`src/rtl/udp_rx_parser_if.sv`:
```
// Byte-stream bus of the UDP receive parser: FWFT upstream FIFO read side and downstream FIFO write side.
interface udp_rx_parser_if;
  logic       in_empty;
  logic       in_rd_en;
  logic [7:0] in_dout;
  logic       in_sof;
  logic       in_eof;
  logic       out_full;
  logic       out_wr_en;
  logic [7:0] out_din;
  logic       out_sof;
  logic       out_eof;
  logic       out_err;

  // Parser view: consumes the upstream FIFO, produces payload writes.
  modport slave (
    input  in_empty, in_dout, in_sof, in_eof, out_full,
    output in_rd_en, out_wr_en, out_din, out_sof, out_eof, out_err
  );

  // Environment view: sources frames, sinks payload.
  modport master (
    output in_empty, in_dout, in_sof, in_eof, out_full,
    input  in_rd_en, out_wr_en, out_din, out_sof, out_eof, out_err
  );
endinterface

```
`src/rtl/udp_rx_parser.sv`:
```
// Ethernet/IPv4/UDP receive parser: validates headers and forwards the UDP payload.
module udp_rx_parser #(
  parameter logic [15:0] DST_PORT    = 16'd5000,
  parameter bit          FILTER_EN   = 1'b1,
  parameter bit          CHECKSUM_EN = 1'b1,
  parameter int unsigned COUNT_WIDTH = 32
) (
  input  logic                   clock,
  input  logic                   reset,
  udp_rx_parser_if.slave         bus,
  output logic [COUNT_WIDTH-1:0] pkt_count,
  output logic [COUNT_WIDTH-1:0] drop_count
);

  localparam int unsigned IDX_W = 11;

  typedef enum logic [2:0] {IDLE, ETH_HDR, IP_HDR, UDP_HDR, PAYLOAD, DRAIN} state_e;

  state_e                 state_q, state_d;
  logic [IDX_W-1:0]       idx_q, idx_d;
  logic [15:0]            csum_q, csum_d;
  logic [7:0]             hi_q, hi_d;
  logic                   bad_q, bad_d;
  logic [15:0]            len_q, len_d;
  logic [15:0]            rem_q, rem_d;
  logic                   first_q, first_d;
  logic [COUNT_WIDTH-1:0] pkt_q, pkt_d;
  logic [COUNT_WIDTH-1:0] drop_q, drop_d;

  logic       rd_c, wr_c, sof_c, eof_c, err_c, hdr_fail;
  logic [7:0] din_c;
  logic [16:0] sum17;

  // Next-state, counters and the combinational FIFO handshakes.
  always_comb begin
    state_d  = state_q;
    idx_d    = idx_q;
    csum_d   = csum_q;
    hi_d     = hi_q;
    bad_d    = bad_q;
    len_d    = len_q;
    rem_d    = rem_q;
    first_d  = first_q;
    pkt_d    = pkt_q;
    drop_d   = drop_q;
    rd_c     = 1'b0;
    wr_c     = 1'b0;
    din_c    = 8'h00;
    sof_c    = 1'b0;
    eof_c    = 1'b0;
    err_c    = 1'b0;
    sum17    = {1'b0, csum_q} + {1'b0, hi_q, bus.in_dout};
    hdr_fail = bad_q || (CHECKSUM_EN && (csum_q != 16'hFFFF)) || (len_q < 16'd8);

    case (state_q)
      IDLE: begin
        rd_c = !bus.in_empty;
        if (rd_c && bus.in_sof) begin
          // A single-byte frame can never carry a header.
          if (bus.in_eof) begin
            drop_d = drop_q + COUNT_WIDTH'(1);
          end else begin
            state_d = ETH_HDR;
            idx_d   = IDX_W'(1);
            csum_d  = 16'h0000;
            bad_d   = 1'b0;
          end
        end
      end

      ETH_HDR, IP_HDR, UDP_HDR: begin
        rd_c = !bus.in_empty;
        if (rd_c) begin
          // idx 0 here means a payload abort left the new sof byte in the FIFO.
          if (bus.in_sof && (idx_q != IDX_W'(0))) begin
            drop_d  = drop_q + COUNT_WIDTH'(1);
            state_d = ETH_HDR;
            idx_d   = IDX_W'(1);
            csum_d  = 16'h0000;
            bad_d   = 1'b0;
          end else if (bus.in_eof) begin
            drop_d  = drop_q + COUNT_WIDTH'(1);
            state_d = IDLE;
          end else begin
            idx_d = idx_q + IDX_W'(1);
            case (idx_q)
              IDX_W'(12): if (bus.in_dout != 8'h08) bad_d = 1'b1;
              IDX_W'(13): if (bus.in_dout != 8'h00) bad_d = 1'b1;
              IDX_W'(14): if (bus.in_dout != 8'h45) bad_d = 1'b1;
              IDX_W'(23): if (bus.in_dout != 8'h11) bad_d = 1'b1;
              IDX_W'(36): if (FILTER_EN && (bus.in_dout != DST_PORT[15:8])) bad_d = 1'b1;
              IDX_W'(37): if (FILTER_EN && (bus.in_dout != DST_PORT[7:0])) bad_d = 1'b1;
              IDX_W'(38): len_d = {bus.in_dout, len_q[7:0]};
              IDX_W'(39): len_d = {len_q[15:8], bus.in_dout};
              default: ;
            endcase
            // Even bytes latch the high half, odd bytes fold the 16-bit word with end-around carry.
            if ((idx_q >= IDX_W'(14)) && (idx_q <= IDX_W'(33))) begin
              if (!idx_q[0]) hi_d = bus.in_dout;
              else           csum_d = sum17[15:0] + 16'(sum17[16]);
            end
            if (idx_q == IDX_W'(13)) begin
              state_d = IP_HDR;
            end else if (idx_q == IDX_W'(33)) begin
              state_d = UDP_HDR;
            end else if (idx_q == IDX_W'(41)) begin
              if (hdr_fail) begin
                drop_d  = drop_q + COUNT_WIDTH'(1);
                state_d = DRAIN;
              end else if (len_q == 16'd8) begin
                pkt_d   = pkt_q + COUNT_WIDTH'(1);
                state_d = DRAIN;
              end else begin
                rem_d   = len_q - 16'd8;
                first_d = 1'b1;
                state_d = PAYLOAD;
              end
            end
          end
        end
      end

      PAYLOAD: begin
        if (!bus.in_empty && bus.in_sof) begin
          // Close the truncated payload with a marker byte; the sof byte stays for the header path.
          if (!bus.out_full) begin
            wr_c    = 1'b1;
            eof_c   = 1'b1;
            err_c   = 1'b1;
            drop_d  = drop_q + COUNT_WIDTH'(1);
            state_d = ETH_HDR;
            idx_d   = IDX_W'(0);
            csum_d  = 16'h0000;
            bad_d   = 1'b0;
          end
        end else begin
          rd_c  = !bus.in_empty && !bus.out_full;
          wr_c  = rd_c;
          din_c = bus.in_dout;
          if (rd_c) begin
            sof_c   = first_q;
            first_d = 1'b0;
            rem_d   = rem_q - 16'd1;
            if (rem_q == 16'd1) begin
              eof_c   = 1'b1;
              pkt_d   = pkt_q + COUNT_WIDTH'(1);
              state_d = bus.in_eof ? IDLE : DRAIN;
            end else if (bus.in_eof) begin
              eof_c   = 1'b1;
              err_c   = 1'b1;
              drop_d  = drop_q + COUNT_WIDTH'(1);
              state_d = IDLE;
            end
          end
        end
      end

      DRAIN: begin
        rd_c = !bus.in_empty;
        if (rd_c) begin
          if (bus.in_sof) begin
            drop_d  = drop_q + COUNT_WIDTH'(1);
            state_d = ETH_HDR;
            idx_d   = IDX_W'(1);
            csum_d  = 16'h0000;
            bad_d   = 1'b0;
          end else if (bus.in_eof) begin
            state_d = IDLE;
          end
        end
      end

      default: state_d = IDLE;
    endcase

    // Handshakes are quiet while reset is held.
    if (!reset) begin
      rd_c  = 1'b0;
      wr_c  = 1'b0;
      din_c = 8'h00;
      sof_c = 1'b0;
      eof_c = 1'b0;
      err_c = 1'b0;
    end
  end

  // State and counter registers with synchronous active-low reset.
  always_ff @(posedge clock) begin
    if (!reset) begin
      state_q <= IDLE;
      idx_q   <= '0;
      csum_q  <= '0;
      hi_q    <= '0;
      bad_q   <= 1'b0;
      len_q   <= '0;
      rem_q   <= '0;
      first_q <= 1'b0;
      pkt_q   <= '0;
      drop_q  <= '0;
    end else begin
      state_q <= state_d;
      idx_q   <= idx_d;
      csum_q  <= csum_d;
      hi_q    <= hi_d;
      bad_q   <= bad_d;
      len_q   <= len_d;
      rem_q   <= rem_d;
      first_q <= first_d;
      pkt_q   <= pkt_d;
      drop_q  <= drop_d;
    end
  end

  assign bus.in_rd_en  = rd_c;
  assign bus.out_wr_en = wr_c;
  assign bus.out_din   = din_c;
  assign bus.out_sof   = sof_c;
  assign bus.out_eof   = eof_c;
  assign bus.out_err   = err_c;
  assign pkt_count     = pkt_q;
  assign drop_count    = drop_q;

endmodule
```
`src/flat_wrapper.sv`:
```
// flat-port wrapper written by rule: the top's interface ports become plain ports
module udp_rx_parser_flat 
#(
  parameter logic [15:0] DST_PORT    = 16'd5000,
  parameter bit          FILTER_EN   = 1'b1,
  parameter bit          CHECKSUM_EN = 1'b1,
  parameter int unsigned COUNT_WIDTH = 32
)
  (clock, reset, pkt_count, drop_count, bus_in_empty, bus_in_dout, bus_in_sof, bus_in_eof, bus_out_full, bus_in_rd_en, bus_out_wr_en, bus_out_din, bus_out_sof, bus_out_eof, bus_out_err);
  udp_rx_parser_if bus_i ();
  input  logic clock;
  input  logic reset;
  output logic [COUNT_WIDTH-1:0] pkt_count;
  output logic [COUNT_WIDTH-1:0] drop_count;
  input wire logic [$bits(bus_i.in_empty)-1:0] bus_in_empty;
  input wire logic [$bits(bus_i.in_dout)-1:0] bus_in_dout;
  input wire logic [$bits(bus_i.in_sof)-1:0] bus_in_sof;
  input wire logic [$bits(bus_i.in_eof)-1:0] bus_in_eof;
  input wire logic [$bits(bus_i.out_full)-1:0] bus_out_full;
  output wire logic [$bits(bus_i.in_rd_en)-1:0] bus_in_rd_en;
  output wire logic [$bits(bus_i.out_wr_en)-1:0] bus_out_wr_en;
  output wire logic [$bits(bus_i.out_din)-1:0] bus_out_din;
  output wire logic [$bits(bus_i.out_sof)-1:0] bus_out_sof;
  output wire logic [$bits(bus_i.out_eof)-1:0] bus_out_eof;
  output wire logic [$bits(bus_i.out_err)-1:0] bus_out_err;
  assign bus_i.in_empty = bus_in_empty;
  assign bus_i.in_dout = bus_in_dout;
  assign bus_i.in_sof = bus_in_sof;
  assign bus_i.in_eof = bus_in_eof;
  assign bus_i.out_full = bus_out_full;
  assign bus_in_rd_en = bus_i.in_rd_en;
  assign bus_out_wr_en = bus_i.out_wr_en;
  assign bus_out_din = bus_i.out_din;
  assign bus_out_sof = bus_i.out_sof;
  assign bus_out_eof = bus_i.out_eof;
  assign bus_out_err = bus_i.out_err;
  udp_rx_parser #(.DST_PORT(DST_PORT), .FILTER_EN(FILTER_EN), .CHECKSUM_EN(CHECKSUM_EN), .COUNT_WIDTH(COUNT_WIDTH)) u_core (.clock(clock), .reset(reset), .bus(bus_i), .pkt_count(pkt_count), .drop_count(drop_count));
endmodule
```
`config.mk`:
```
export PLATFORM = sky130hd
export DESIGN_NAME = udp_rx_parser_flat
export DESIGN_NICKNAME = d
export VERILOG_FILES = /design/src/rtl/udp_rx_parser_if.sv /design/src/rtl/udp_rx_parser.sv /design/src/flat_wrapper.sv
export SDC_FILE = /design/constraint.sdc
export NUM_CORES = 1
export LEC_CHECK = 0
export BUFFER_PORTS_ARGS = -buffer_cell sky130_fd_sc_hd__clkbuf_2
export CORE_UTILIZATION = 45
export DETAILED_ROUTE_END_ITERATION = 10
export GPL_TIMING_DRIVEN = 0
export HOLD_SLACK_MARGIN = 0.06
export PLACE_DENSITY = 0.66
export RECOVER_POWER = 25
export SKIP_LAST_GASP = 1
export SYNTH_ARGS = -nofsm -noshare
export SYNTH_HDL_FRONTEND = slang
export SYNTH_SLANG_ARGS = --single-unit
```
`constraint.sdc`:
```
create_clock -name clock -period 4.1 [get_ports clock]
set_clock_uncertainty 0.2 [all_clocks]
set_input_delay 0.41 -clock clock [delete_from_list [all_inputs] [get_ports clock]]
set_output_delay 0.41 -clock clock [all_outputs]
set_load 0.01 [all_outputs]
```
==> results.sh <==
export IMPL_clkPwrFrac_pct=49.8
export IMPL_worstPathMaxFanout=3
export IMPL_clk_latency_ns=0.42
export IMPL_crit_path_start_kind="flip-flop"
export IMPL_htreeDepth=4
export IMPL_p_sw_share_pct=24.6
export IMPL_p_leak_nw=3.61
export IMPL_syn_inst=1012
export IMPL_clk_path_buf_depth=2
export IMPL_path_cells="ha_4 > inv_2 > fa_2 > nor2b_2 > o211ai_1 > a211oi_2 > o21ai_1 > nand2b_1 > a21oi_1 > nor2_1 > o21ai_1 > nand2b_1 > ha_2 > nor2b_4 > o211ai_1 > a21o_1 > nor2_4 > nand3_4 > buf_12 > nor3_4 > nand2_1 > xnor2_1 > o21ai_1"
export IMPL_yosysUniqueCellTypes=68
export IMPL_cts_hold_fix_buffers=0
export IMPL_design_area_um2=9730
export IMPL_fin_tns_setup_ns=0
export IMPL_cts_root_buffer="clkbuf_16"
export IMPL_grt_overflow=0
export IMPL_hold_path_class="in -> reg"
export IMPL_syn_area_um2=8250
export IMPL_vias=7735
export IMPL_power_frac_comb_pct=6.5
export IMPL_cp_common_cell="o21ai_1"
export IMPL_drc_errors=0
export IMPL_fp_row_count=49
export IMPL_antenna_found_initial=0
export IMPL_outcome="finished clean"
export IMPL_setup_violations=0
export IMPL_worstPathRequired_ns=4.21
export IMPL_cts_tree="done"
export IMPL_relSlewSlack_pct=38.1
export IMPL_finalCritPeriodShare_pct=98.8
export IMPL_fin_crit_ns=4.05
export IMPL_worstHoldPathCells=3
export IMPL_grt_util_all_layers_pct=23.5
export IMPL_yosysWarnings=0
export IMPL_numCtsBuffers=17
export IMPL_synth_top_area_cell="dfxtp_1"
export IMPL_n_antenna_cell=0
export IMPL_synth_seq_cells=136
export IMPL_synthesis_nets=1054
export IMPL_hpwl_um=15700
export IMPL_cap_violations=0
export IMPL_core_area_um2=18000
export IMPL_gp_congestion=0.852
export IMPL_routed_wirelength_um=21700
export IMPL_max_vdd_ir_drop_mv=0.301
export IMPL_die_w_um=137
export IMPL_power_switching_mw=0.756
export IMPL_ys_flop_type="dfxtp_1"
export IMPL_area_growth_syn_to_layout_pct=17.9
export IMPL_finalHoldViolations=0
export IMPL_worst_slew_pin_slew_ns=0.922
export IMPL_grt_max_degree=17
export IMPL_ios=91
export IMPL_grt_pass1_wl_um=34500
export IMPL_die_area_um2=18900
export IMPL_synth_most_common_cell="dfxtp_1"
export IMPL_finalNetCount=1172
export IMPL_clkTransAtPathRegs_ns=0.06
export IMPL_report_final_slew_viol_count=0
export IMPL_fin_cells=1372
export IMPL_power_density_nw_per_um2=315
export IMPL_ant_nets=0
export IMPL_rsz0062_at_grt="true"
export IMPL_die_y_um=137
export IMPL_crit_buf_inv=2
export IMPL_cp_depth=23
export IMPL_first_iter_violations=519
export IMPL_cp_end_kind="flip-flop"
export IMPL_max_freq_mhz=247
export IMPL_first_pass_iters=6
export IMPL_rrSetupSlack_ns=0.05
export IMPL_p_int_mw=2.31
export IMPL_critPathSlowestCell="dfxtp_4"
export IMPL_arrival_ns=4.16
export IMPL_fin_util_pct=54.2
export IMPL_power_mw=3.07
export IMPL_place_area_um2=8980
export IMPL_ys_seq_area_share_pct=33.0
export IMPL_reg2reg_depth=23
export IMPL_drive_above_1_share_pct=10.8
export IMPL_pre_cts_ws_ns=-0.937
export IMPL_postSynth_asyncResetShare_pct=0
export IMPL_fillers=1758
export IMPL_criticalPathCategory="reg -> reg"
export IMPL_synth_edf_count=0
export IMPL_yosys_top_cells_count="dfxtp_1 (136), nand2_1 (78), nor2_1 (72), xnor2_1 (64), o21ai_0 (62)"
export IMPL_cts_sinks=136
export IMPL_holdWs_ns=0.241
export IMPL_viasPerCell=5.64
export IMPL_post_drt_wl_per_cell_um=15.8
export IMPL_fin_ws_ns=0.0509
export IMPL_critical_path_top_delay_family="compound AO/OA/AOI/OAI gates"
export IMPL_placed_cells=1328
export IMPL_portBuffers=87
export IMPL_grt_pass1_vias=7038
export IMPL_start_util_pct=45.9
export IMPL_synth_top_cell_area_share_pct=33.0
export IMPL_power_frac_seq_pct=43.7
export IMPL_ys_top_cells_by_area="dfxtp_1 (33%), xnor2_1 (6.8%), and2_1 (4.4%)"
export IMPL_avgSynthCellArea_um2=8.16
export IMPL_critical_path_max_stage_delay_ns=0.36
what timing repair did:
action	4_1_cts	5_1_grt
setup endpoints to repair	10	39
buffers inserted	8	4
pin swaps	6	11
gates resized for setup	15	18
endpoints found under the hold margin	0	0
sequential cells by signal, indices dropped and copies added, names as in the netlist:
register and cells:
u_core.first_q 1, u_core.state_q 3, u_core.hi_q 8, u_core.drop_count 32, u_core.idx_q 11, u_core.rem_q 16
u_core.pkt_count 32, u_core.len_q 16, u_core.bad_q 1, u_core.csum_q 16
cell usage in the layout, fill, tap and decap left out, drive strengths merged, types with 30 or more instances in the layout:
master / Yosys / layout
a21oi: 45 / 45
and2: 58 / 58
and3: 30 / 30
clkbuf: 36 / 142
dfxtp: 136 / 136
inv: 27 / 30
nand2: 78 / 78
nand3: 44 / 44
nor2: 72 / 72
nor2b: 46 / 46
nor3: 38 / 38
o21ai: 62 / 62
xnor2: 64 / 64
power groups by stage:
stage	Sequential, mW	Clock, mW	Combinational, mW
final	1.34	1.53	0.198
after global routing	1.34	1.62	0.217
after CTS	1.34	1.56	0.192
after detailed placement	1.37	0	0.190
after global placement	1.37	0	0.189
after floorplan	1.37	0	0.129
final cells by class:
type                       instances  area, µm²  share of cell area (%)
timing repair buffer              99        478                    4.91
buffer                            44        176                    1.81
clock buffer                      19        443                    4.55
multi-input combinational        805       5380                    55.2
sequential                       136       2730                    28.0
tap                              229        287                    2.94
clock inverter                    13        146                    1.50
inverter                          27        101                    1.04
kinds of logic after synthesis:
kind of cell,count (synthesis),synth area share [%]
and+or+nand+nor,454,30.4
AOI/OAI and AO/OA,204,15.9
DFF,136,33.0
xor gates and xnor gates,92,9.76
buffers and inverters,71,3.37
adders and majority gates,28,4.34
muxes,27,3.27
tightest hold or removal path: cells and delay by family:
family / cells / cell delay [ns]
buf+inv: 1 / 0.18
mux: 1 / 0.17
simple gates: 1 / 0.05
final timing paths:
path                           from                 to
hold / removal       bus_in_dout[0]    u_core.len_q[0]
setup / recovery   u_core.csum_q[0]  u_core.csum_q[12]
hold reg to reg   u_core.csum_q[12]  u_core.csum_q[12]
setup reg to reg   u_core.csum_q[0]  u_core.csum_q[12]
layer usage:
metal	GRT usage [%]	vias up	wire (µm)
li1	-	3853	-
met1	30.3	3649	9860
met2	38.3	208	10200
met3	4.89	25	1320
met4	8.49	0	346
met5	0	-	0
Power figures use the tool's default switching activity.
